<file path="config.mk">
export PLATFORM = sky130hd
export DESIGN_NAME = writeback_arbiter
export DESIGN_NICKNAME = d
export VERILOG_FILES = /design/src/rtl/writeback_arbiter.sv
export SDC_FILE = /design/constraint.sdc
export NUM_CORES = 1
export LEC_CHECK = 0
export CORE_MARGIN = 2
export CORE_UTILIZATION = 28
export DETAILED_ROUTE_END_ITERATION = 7
export PLACE_DENSITY_LB_ADDON = 0.08
export SYNTH_ARGS = -nofsm -noshare
export SYNTH_HDL_FRONTEND = slang
export SYNTH_SLANG_ARGS = --single-unit
</file>
<file path="constraint.sdc">
create_clock -name iClk -period 8.01 [get_ports iClk]
set_clock_uncertainty 0.1 [all_clocks]
set_input_delay 2.403 -clock iClk [delete_from_list [all_inputs] [get_ports iClk]]
set_output_delay 2.403 -clock iClk [all_outputs]
set_load 0.02 [all_outputs]
</file>
<file path="src/rtl/writeback_arbiter.sv">
`default_nettype none
// +----------------------------------------------------------------------------+
// | Module      : writeback_arbiter (with package writeback_pkg)               |
// | Description : Writeback stage in front of the register file. Buffers ALU   |
// |               and LSU results in small per-source FIFOs. Arbitrates them   |
// |               round-robin into one registered write per cycle. Publishes a |
// |               pending-write mask for issue-stage hazard detection.         |
// | Options     : define WB_PERF_EN to add the oConflictCnt / oDropCnt         |
// |               performance counters.                                        |
// | Revision    : 1.0 - initial release                                        |
// +----------------------------------------------------------------------------+

package writeback_pkg;
   localparam int RegWidth     = 32;
   localparam int RegAddrWidth = 5;

   // Register-file write transport: {addr, value}.
   typedef struct packed {
      logic [RegAddrWidth-1:0] addr;
      logic [RegWidth-1:0]     value;
   } reg_transport_t;
endpackage

module writeback_arbiter
   import writeback_pkg::*;
#(
   parameter int N_REGS     = 32,
   parameter int REG_WIDTH  = RegWidth,
   parameter int ADDR_WIDTH = RegAddrWidth,
   parameter int DEPTH      = 2
) (
   input  logic                iClk,
   input  logic                nRst,
   input  logic                iAluValid,
   output logic                oAluReady,
   input  reg_transport_t      iAluRd,
   input  logic                iLsuValid,
   output logic                oLsuReady,
   input  reg_transport_t      iLsuRd,
   output logic                oWriteEn,
   output reg_transport_t      oRd,
   output logic [N_REGS-1:0]   oPendingMask
`ifdef WB_PERF_EN
   ,
   output logic [31:0]         oConflictCnt,
   output logic [31:0]         oDropCnt
`endif
);

   // Entry layout matches reg_transport_t: address in the upper bits.
   localparam int   c_ENTRY_W = ADDR_WIDTH + REG_WIDTH;
   localparam int   c_IDX_W   = $clog2(DEPTH);
   localparam int   c_PTR_W   = c_IDX_W + 1;
   localparam logic c_ALU     = 1'b0;
   localparam logic c_LSU     = 1'b1;

   // Source 0 is the ALU, source 1 is the LSU.
   logic [1:0]                w_in_valid;
   logic [1:0][c_ENTRY_W-1:0] w_in_data;
   logic [1:0]                w_full;
   logic [1:0]                w_empty;
   logic [1:0]                w_push;
   logic [1:0]                w_pop;
   logic [1:0][c_ENTRY_W-1:0] w_head;
   logic [1:0][N_REGS-1:0]    w_fifo_mask;
`ifdef WB_PERF_EN
   logic [1:0]                w_drop;
`endif

   logic                      w_both;
   logic                      w_grant_valid;
   logic                      w_grant_src;
   logic [N_REGS-1:0]         w_out_mask;

   logic                      r_write_en;
   logic [c_ENTRY_W-1:0]      r_rd;
   logic                      r_last_grant;

   assign w_in_valid   = {iLsuValid, iAluValid};
   assign w_in_data[0] = iAluRd;
   assign w_in_data[1] = iLsuRd;

   // Ready comes only from stored occupancy, so a full FIFO stays
   // not-ready for the whole cycle even if its head is being drained.
   assign oAluReady = ~w_full[0];
   assign oLsuReady = ~w_full[1];

   generate
      for (genvar s = 0; s < 2; s++) begin : g_fifo
         logic [c_ENTRY_W-1:0] r_mem [DEPTH];
         logic [c_PTR_W-1:0]   r_wptr;
         logic [c_PTR_W-1:0]   r_rptr;
         logic [c_PTR_W-1:0]   w_count;
         logic [c_IDX_W-1:0]   w_idx;
         logic [N_REGS-1:0]    w_mask;
         logic                 w_accept;
         logic                 w_is_x0;

         assign w_full[s]  = (r_wptr[c_PTR_W-1] != r_rptr[c_PTR_W-1]) &&
                             (r_wptr[c_IDX_W-1:0] == r_rptr[c_IDX_W-1:0]);
         assign w_empty[s] = (r_wptr == r_rptr);
         assign w_count    = r_wptr - r_rptr;

         // Writes to x0 are handshaken but never buffered.
         assign w_accept   = w_in_valid[s] & ~w_full[s];
         assign w_is_x0    = (w_in_data[s][c_ENTRY_W-1 -: ADDR_WIDTH] == '0);
         assign w_push[s]  = w_accept & ~w_is_x0;
`ifdef WB_PERF_EN
         assign w_drop[s]  = w_accept & w_is_x0;
`endif

         assign w_head[s]  = r_mem[r_rptr[c_IDX_W-1:0]];

         // Pointer update; the pointer MSB distinguishes full from empty.
         always_ff @(posedge iClk or negedge nRst) begin
            if (!nRst) begin
               r_wptr <= '0;
               r_rptr <= '0;
            end else begin
               if (w_push[s]) begin
                  r_wptr <= r_wptr + c_PTR_W'(1);
               end
               if (w_pop[s]) begin
                  r_rptr <= r_rptr + c_PTR_W'(1);
               end
            end
         end

         // Payload storage; contents are meaningless outside the valid window.
         always_ff @(posedge iClk) begin
            if (w_push[s]) begin
               r_mem[r_wptr[c_IDX_W-1:0]] <= w_in_data[s];
            end
         end

         // One-hot OR of the destination of every occupied slot.
         always_comb begin
            w_mask = '0;
            w_idx  = '0;
            for (int i = 0; i < DEPTH; i++) begin
               w_idx = r_rptr[c_IDX_W-1:0] + c_IDX_W'(i);
               if (c_PTR_W'(i) < w_count) begin
                  w_mask = w_mask | (N_REGS'(1) << r_mem[w_idx][c_ENTRY_W-1 -: ADDR_WIDTH]);
               end
            end
         end

         assign w_fifo_mask[s] = w_mask;
      end
   endgenerate

   // Round-robin between the two heads; a lone head is granted outright.
   assign w_both        = ~w_empty[0] & ~w_empty[1];
   assign w_grant_valid = ~w_empty[0] | ~w_empty[1];
   assign w_grant_src   = w_both ? ~r_last_grant : w_empty[0];
   assign w_pop[0]      = w_grant_valid & (w_grant_src == c_ALU);
   assign w_pop[1]      = w_grant_valid & (w_grant_src == c_LSU);

   // Output register; oRd keeps its last value when nothing is granted.
   always_ff @(posedge iClk or negedge nRst) begin
      if (!nRst) begin
         r_write_en   <= 1'b0;
         r_rd         <= '0;
         r_last_grant <= c_LSU;
      end else begin
         r_write_en <= w_grant_valid;
         if (w_grant_valid) begin
            r_rd <= w_grant_src ? w_head[1] : w_head[0];
         end
         if (w_both) begin
            r_last_grant <= w_grant_src;
         end
      end
   end

   assign oWriteEn = r_write_en;
   assign oRd      = r_rd;

   assign w_out_mask   = r_write_en ? (N_REGS'(1) << r_rd[c_ENTRY_W-1 -: ADDR_WIDTH])
                                    : '0;
   assign oPendingMask = (w_fifo_mask[0] | w_fifo_mask[1] | w_out_mask) &
                         ~N_REGS'(1);

`ifdef WB_PERF_EN
   logic [31:0] r_conflict_cnt;
   logic [31:0] r_drop_cnt;

   // Contested cycles and discarded x0 writes; both wrap naturally.
   always_ff @(posedge iClk or negedge nRst) begin
      if (!nRst) begin
         r_conflict_cnt <= '0;
         r_drop_cnt     <= '0;
      end else begin
         if (w_both) begin
            r_conflict_cnt <= r_conflict_cnt + 32'd1;
         end
         r_drop_cnt <= r_drop_cnt + 32'(w_drop[0]) + 32'(w_drop[1]);
      end
   end

   assign oConflictCnt = r_conflict_cnt;
   assign oDropCnt     = r_drop_cnt;
`endif

endmodule
`default_nettype wire
</file>
==> metrics.md <==
| Metric | Value |
|---|---|
| Outcome | finished clean |
| CTS Sinks | 195 |
| First-pass GRT wire length | ~47000 µm |
| DR DRC count | 0 |
| Worst VDD drop | 288 µV |
| Register area share after synthesis | 0.581 |
| Wire per inst | 22.2 µm |
| Synth cell types | 52 |
| Die X | between 150 and 200 µm |
| Hold Fails Final Rpt | 0 |
| Remaining global-route overflow | 0 |
| Max Transition Viols Final | 0 |
| DRT Pass-1 Iters | 5 |
| Layout Cells excl Fill | 1401 |
| Syn Nets | around 890 |
| Layout cells sized above 1 | 0.0846 |
| Antenna fix cells | 0 |
| Layout fillers | around 3400 |
| Maximum Capacitance Violations | 0 |
| Ys flop type | edfxtp_1 |
| Gr usage total | 0.173 |
| Final net count | ~1000 |
| Reg2reg end | g_fifo[0].r_mem[0][1] |
| GP Congestion | approximately 0.9 |
| Ys async rst share | 0.241 |
| Final Cell Area | 12200 µm² |
| Startpoint of the worst hold path | g_fifo[1].r_rptr[1] |
| DP Wirelength | 20900 µm |
| R2R cell count | 6 |
| Clk buf depth | 2 |
| Number of global-route vias before repair | 7331 |
| Most frequent cells in the layout | 148 x edfxtp_1, 147 x clkdlybuf4s50_1, 73 x mux2i_1 |
| Detailed Route WL | approximately 31000 µm |
| Post-Synthesis Cells | 812 |
| Class of the worst hold path | flop to flop |
| Top-level I/O count | 150 |
| Core Area | 34300 µm² |
| Post-CTS resize count | 0 |
| RSZ-0062 raised after global routing | false |
| Via-to-Cell Ratio | 5.30 |
| Req. time, crit path | 5.51 ns |
| Worst-path clk slew | ~0.080 ns |
| CP max-delay cell | dfrtp_2 |
| Setup TNS | 0 ns |
| Worst r2r src | g_fifo[0].r_rptr[0] |
| Critical-path cell list | ha_2 -> xnor3_1 -> a21oi_1 -> a22oi_1 -> o211ai_1 -> clkdlybuf4s50_1 |
| Vias | 7429 |
| Post-DRT Antenna Nets | 0 |
| Most common cell after layout, fill and taps aside | edfxtp_1 |
| Worst path max stage delay | 0.92 ns |
| Hold Buf Count CTS | 0 |
| Finish-stage setup viols | 0 |
| Crit end category | output pin |
| Starting DRT DRC Count | 531 |
| Initial antenna violation count | 1 |
| Die Y | 190 µm |
| Post-Syn Area per Cell | around 12 µm² |
| Clock root cell | clkbuf_16 |
| Pleak | 4.25 nW |
| FF/Latch Area | 5630 µm² |
| Initial Util | 0.282 |
| CTS Buf Count | 17 |
| Htree depth | 4 |
| Row count | 68 |
| Startpoint Class | flop |
| Placed Instance Area | 11600 µm² |
| Max Fanout on Critical Path | 45 |
| Multi-input gate area | between 3000 and 4000 µm² |
| Worst Tran Pin Value | 1.29 ns |
| Hold Path Cell Cnt | 1 |
| Port bufs | 148 |
| Placed insts | 1369 |
| Synth warnings | 0 |
| Die Area | approximately 36000 µm² |
| Yosys reg bits | 195 |
| Critical path class | flop to output pin |
| Post-synth EDFFs | 148 |
| Worst EP arrival | 4.05 ns |
| Largest net degree at the start of global routing | 69 |
| Pwr Total | between 5 and 6 mW |
| Crit path time final | roughly 6.5 ns |
| Area delta synth->final | 25.8% |
| CTS tree | yes |
| Dpl ws | 1.94 ns |
| Hold endpoint | g_fifo[1].r_rptr[1] |
| Pwr Density | 480 nW/µm² |
| Period utilisation layout | 0.818 |
| Peak Freq | 153 MHz |
| Final WS setup | 1.46 ns |
| Clk_lat worst skew | 0.44 ns |
| Slew margin rel. | 0.141 |
| Cell Area, Synth | 9680 µm² |
| Post-CTS Setup Inserts | 0 |
| Register-to-Register Setup Slack | 4.44 ns |
per-stage QoR:
step | hold WS (ns) | utilization
floorplan | 0.387 | -
global placement | 0.415 | 0.338
detailed placement | 0.412 | 0.338
CTS | 0.426 | 0.355
global route | 0.434 | 0.355
finish | 0.419 | 0.355
cell families after synthesis:
kind of cell	after synthesis	synth area share
adders and majority gates	2	0.00259
and+or+nand+nor	228	0.127
buffers and inverters	67	0.0304
other	1	0.000388
muxes	80	0.0837
AOI/OAI and AO/OA	226	0.160
xor gates and xnor gates	13	0.0147
DFF	195	0.581
routing by layer:
layer | share of wire | up-vias | wire length [µm] | track usage
met5 | 0.00032 | - | 10 | 0
met4 | 0.017 | 2 | 515 | 0.0516
met3 | 0.045 | 27 | 1400 | 0.0376
met2 | 0.47 | 241 | 14600 | 0.277
met1 | 0.47 | 3728 | 14500 | 0.235
li1 | - | 3431 | - | -
worst max path at each step:
stage,start,end,slack (ns)
after floorplan,iLsuRd[33],g_fifo[1].r_mem[0][0],3.28
after global placement,g_fifo[1].r_rptr[0],oPendingMask[27],1.96
after global routing,g_fifo[0].r_rptr[0],oPendingMask[13],1.21
final,g_fifo[0].r_rptr[0],oPendingMask[12],1.46
after CTS,g_fifo[0].r_rptr[0],oPendingMask[12],1.46
after detailed placement,g_fifo[0].r_rptr[0],oPendingMask[12],1.94
cells in the mapped netlist, drive strengths merged (3+ instances only):
library cell / instances / share of area
mux2i: 73 / 0.076
nand4: 11 / 0.0071
mux2: 7 / 0.0081
nand2: 56 / 0.022
edfxtp: 148 / 0.46
nand3b: 9 / 0.0070
a21oi: 59 / 0.031
nor3: 12 / 0.0062
dfrtp: 46 / 0.12
or3b: 7 / 0.0063
o32ai: 9 / 0.0081
o21ai: 38 / 0.020
a221oi: 8 / 0.0098
inv: 9 / 0.0035
o22ai: 13 / 0.0084
nand2b: 19 / 0.012
o211ai: 45 / 0.035
or2: 3 / 0.0019
nand4b: 4 / 0.0036
nand3: 42 / 0.022
a22oi: 19 / 0.015
nor3b: 3 / 0.0023
clkbuf: 28 / 0.011
xnor2: 9 / 0.0081
and3: 32 / 0.021
or4bb: 3 / 0.0035
and2: 3 / 0.0019
a32oi: 22 / 0.020
nor2: 19 / 0.0074
buf: 30 / 0.016
a211oi: 5 / 0.0039
state kept, by name, summed over array words and instances, names as in the netlist:
signal         count
g_fifo.r_rptr      4
oRd               37
g_fifo.r_wptr      4
oWriteEn           1
g_fifo.r_mem     148
r_last_grant       1
where the power goes:
part           leakage [nW]  internal [mW]  switching, mW
Clock                 0.276          0.462          0.389
Sequential             1.92           1.51          0.325
Combinational          2.06           1.15           2.01
critical path: cells and delay by family, from the launching register on:
family                     cells  cell delay (ns)
AOI/OAI and AO/OA              3             1.15
DFF                            1             0.92
buffers and inverters          1             0.66
xor gates and xnor gates       1             0.57
adders and majority gates      1             0.32
area by class of cell:
class | count | share of cell area
clock buffer | 17 | 0.0350
clock inverter | 15 | 0.0130
inverter | 9 | 0.00278
multi-input combinational | 550 | 0.312
sequential | 195 | 0.462
tap | 455 | 0.0468
timing repair buffer | 160 | 0.129
Note: power is estimated with default switching activity, not from simulation.
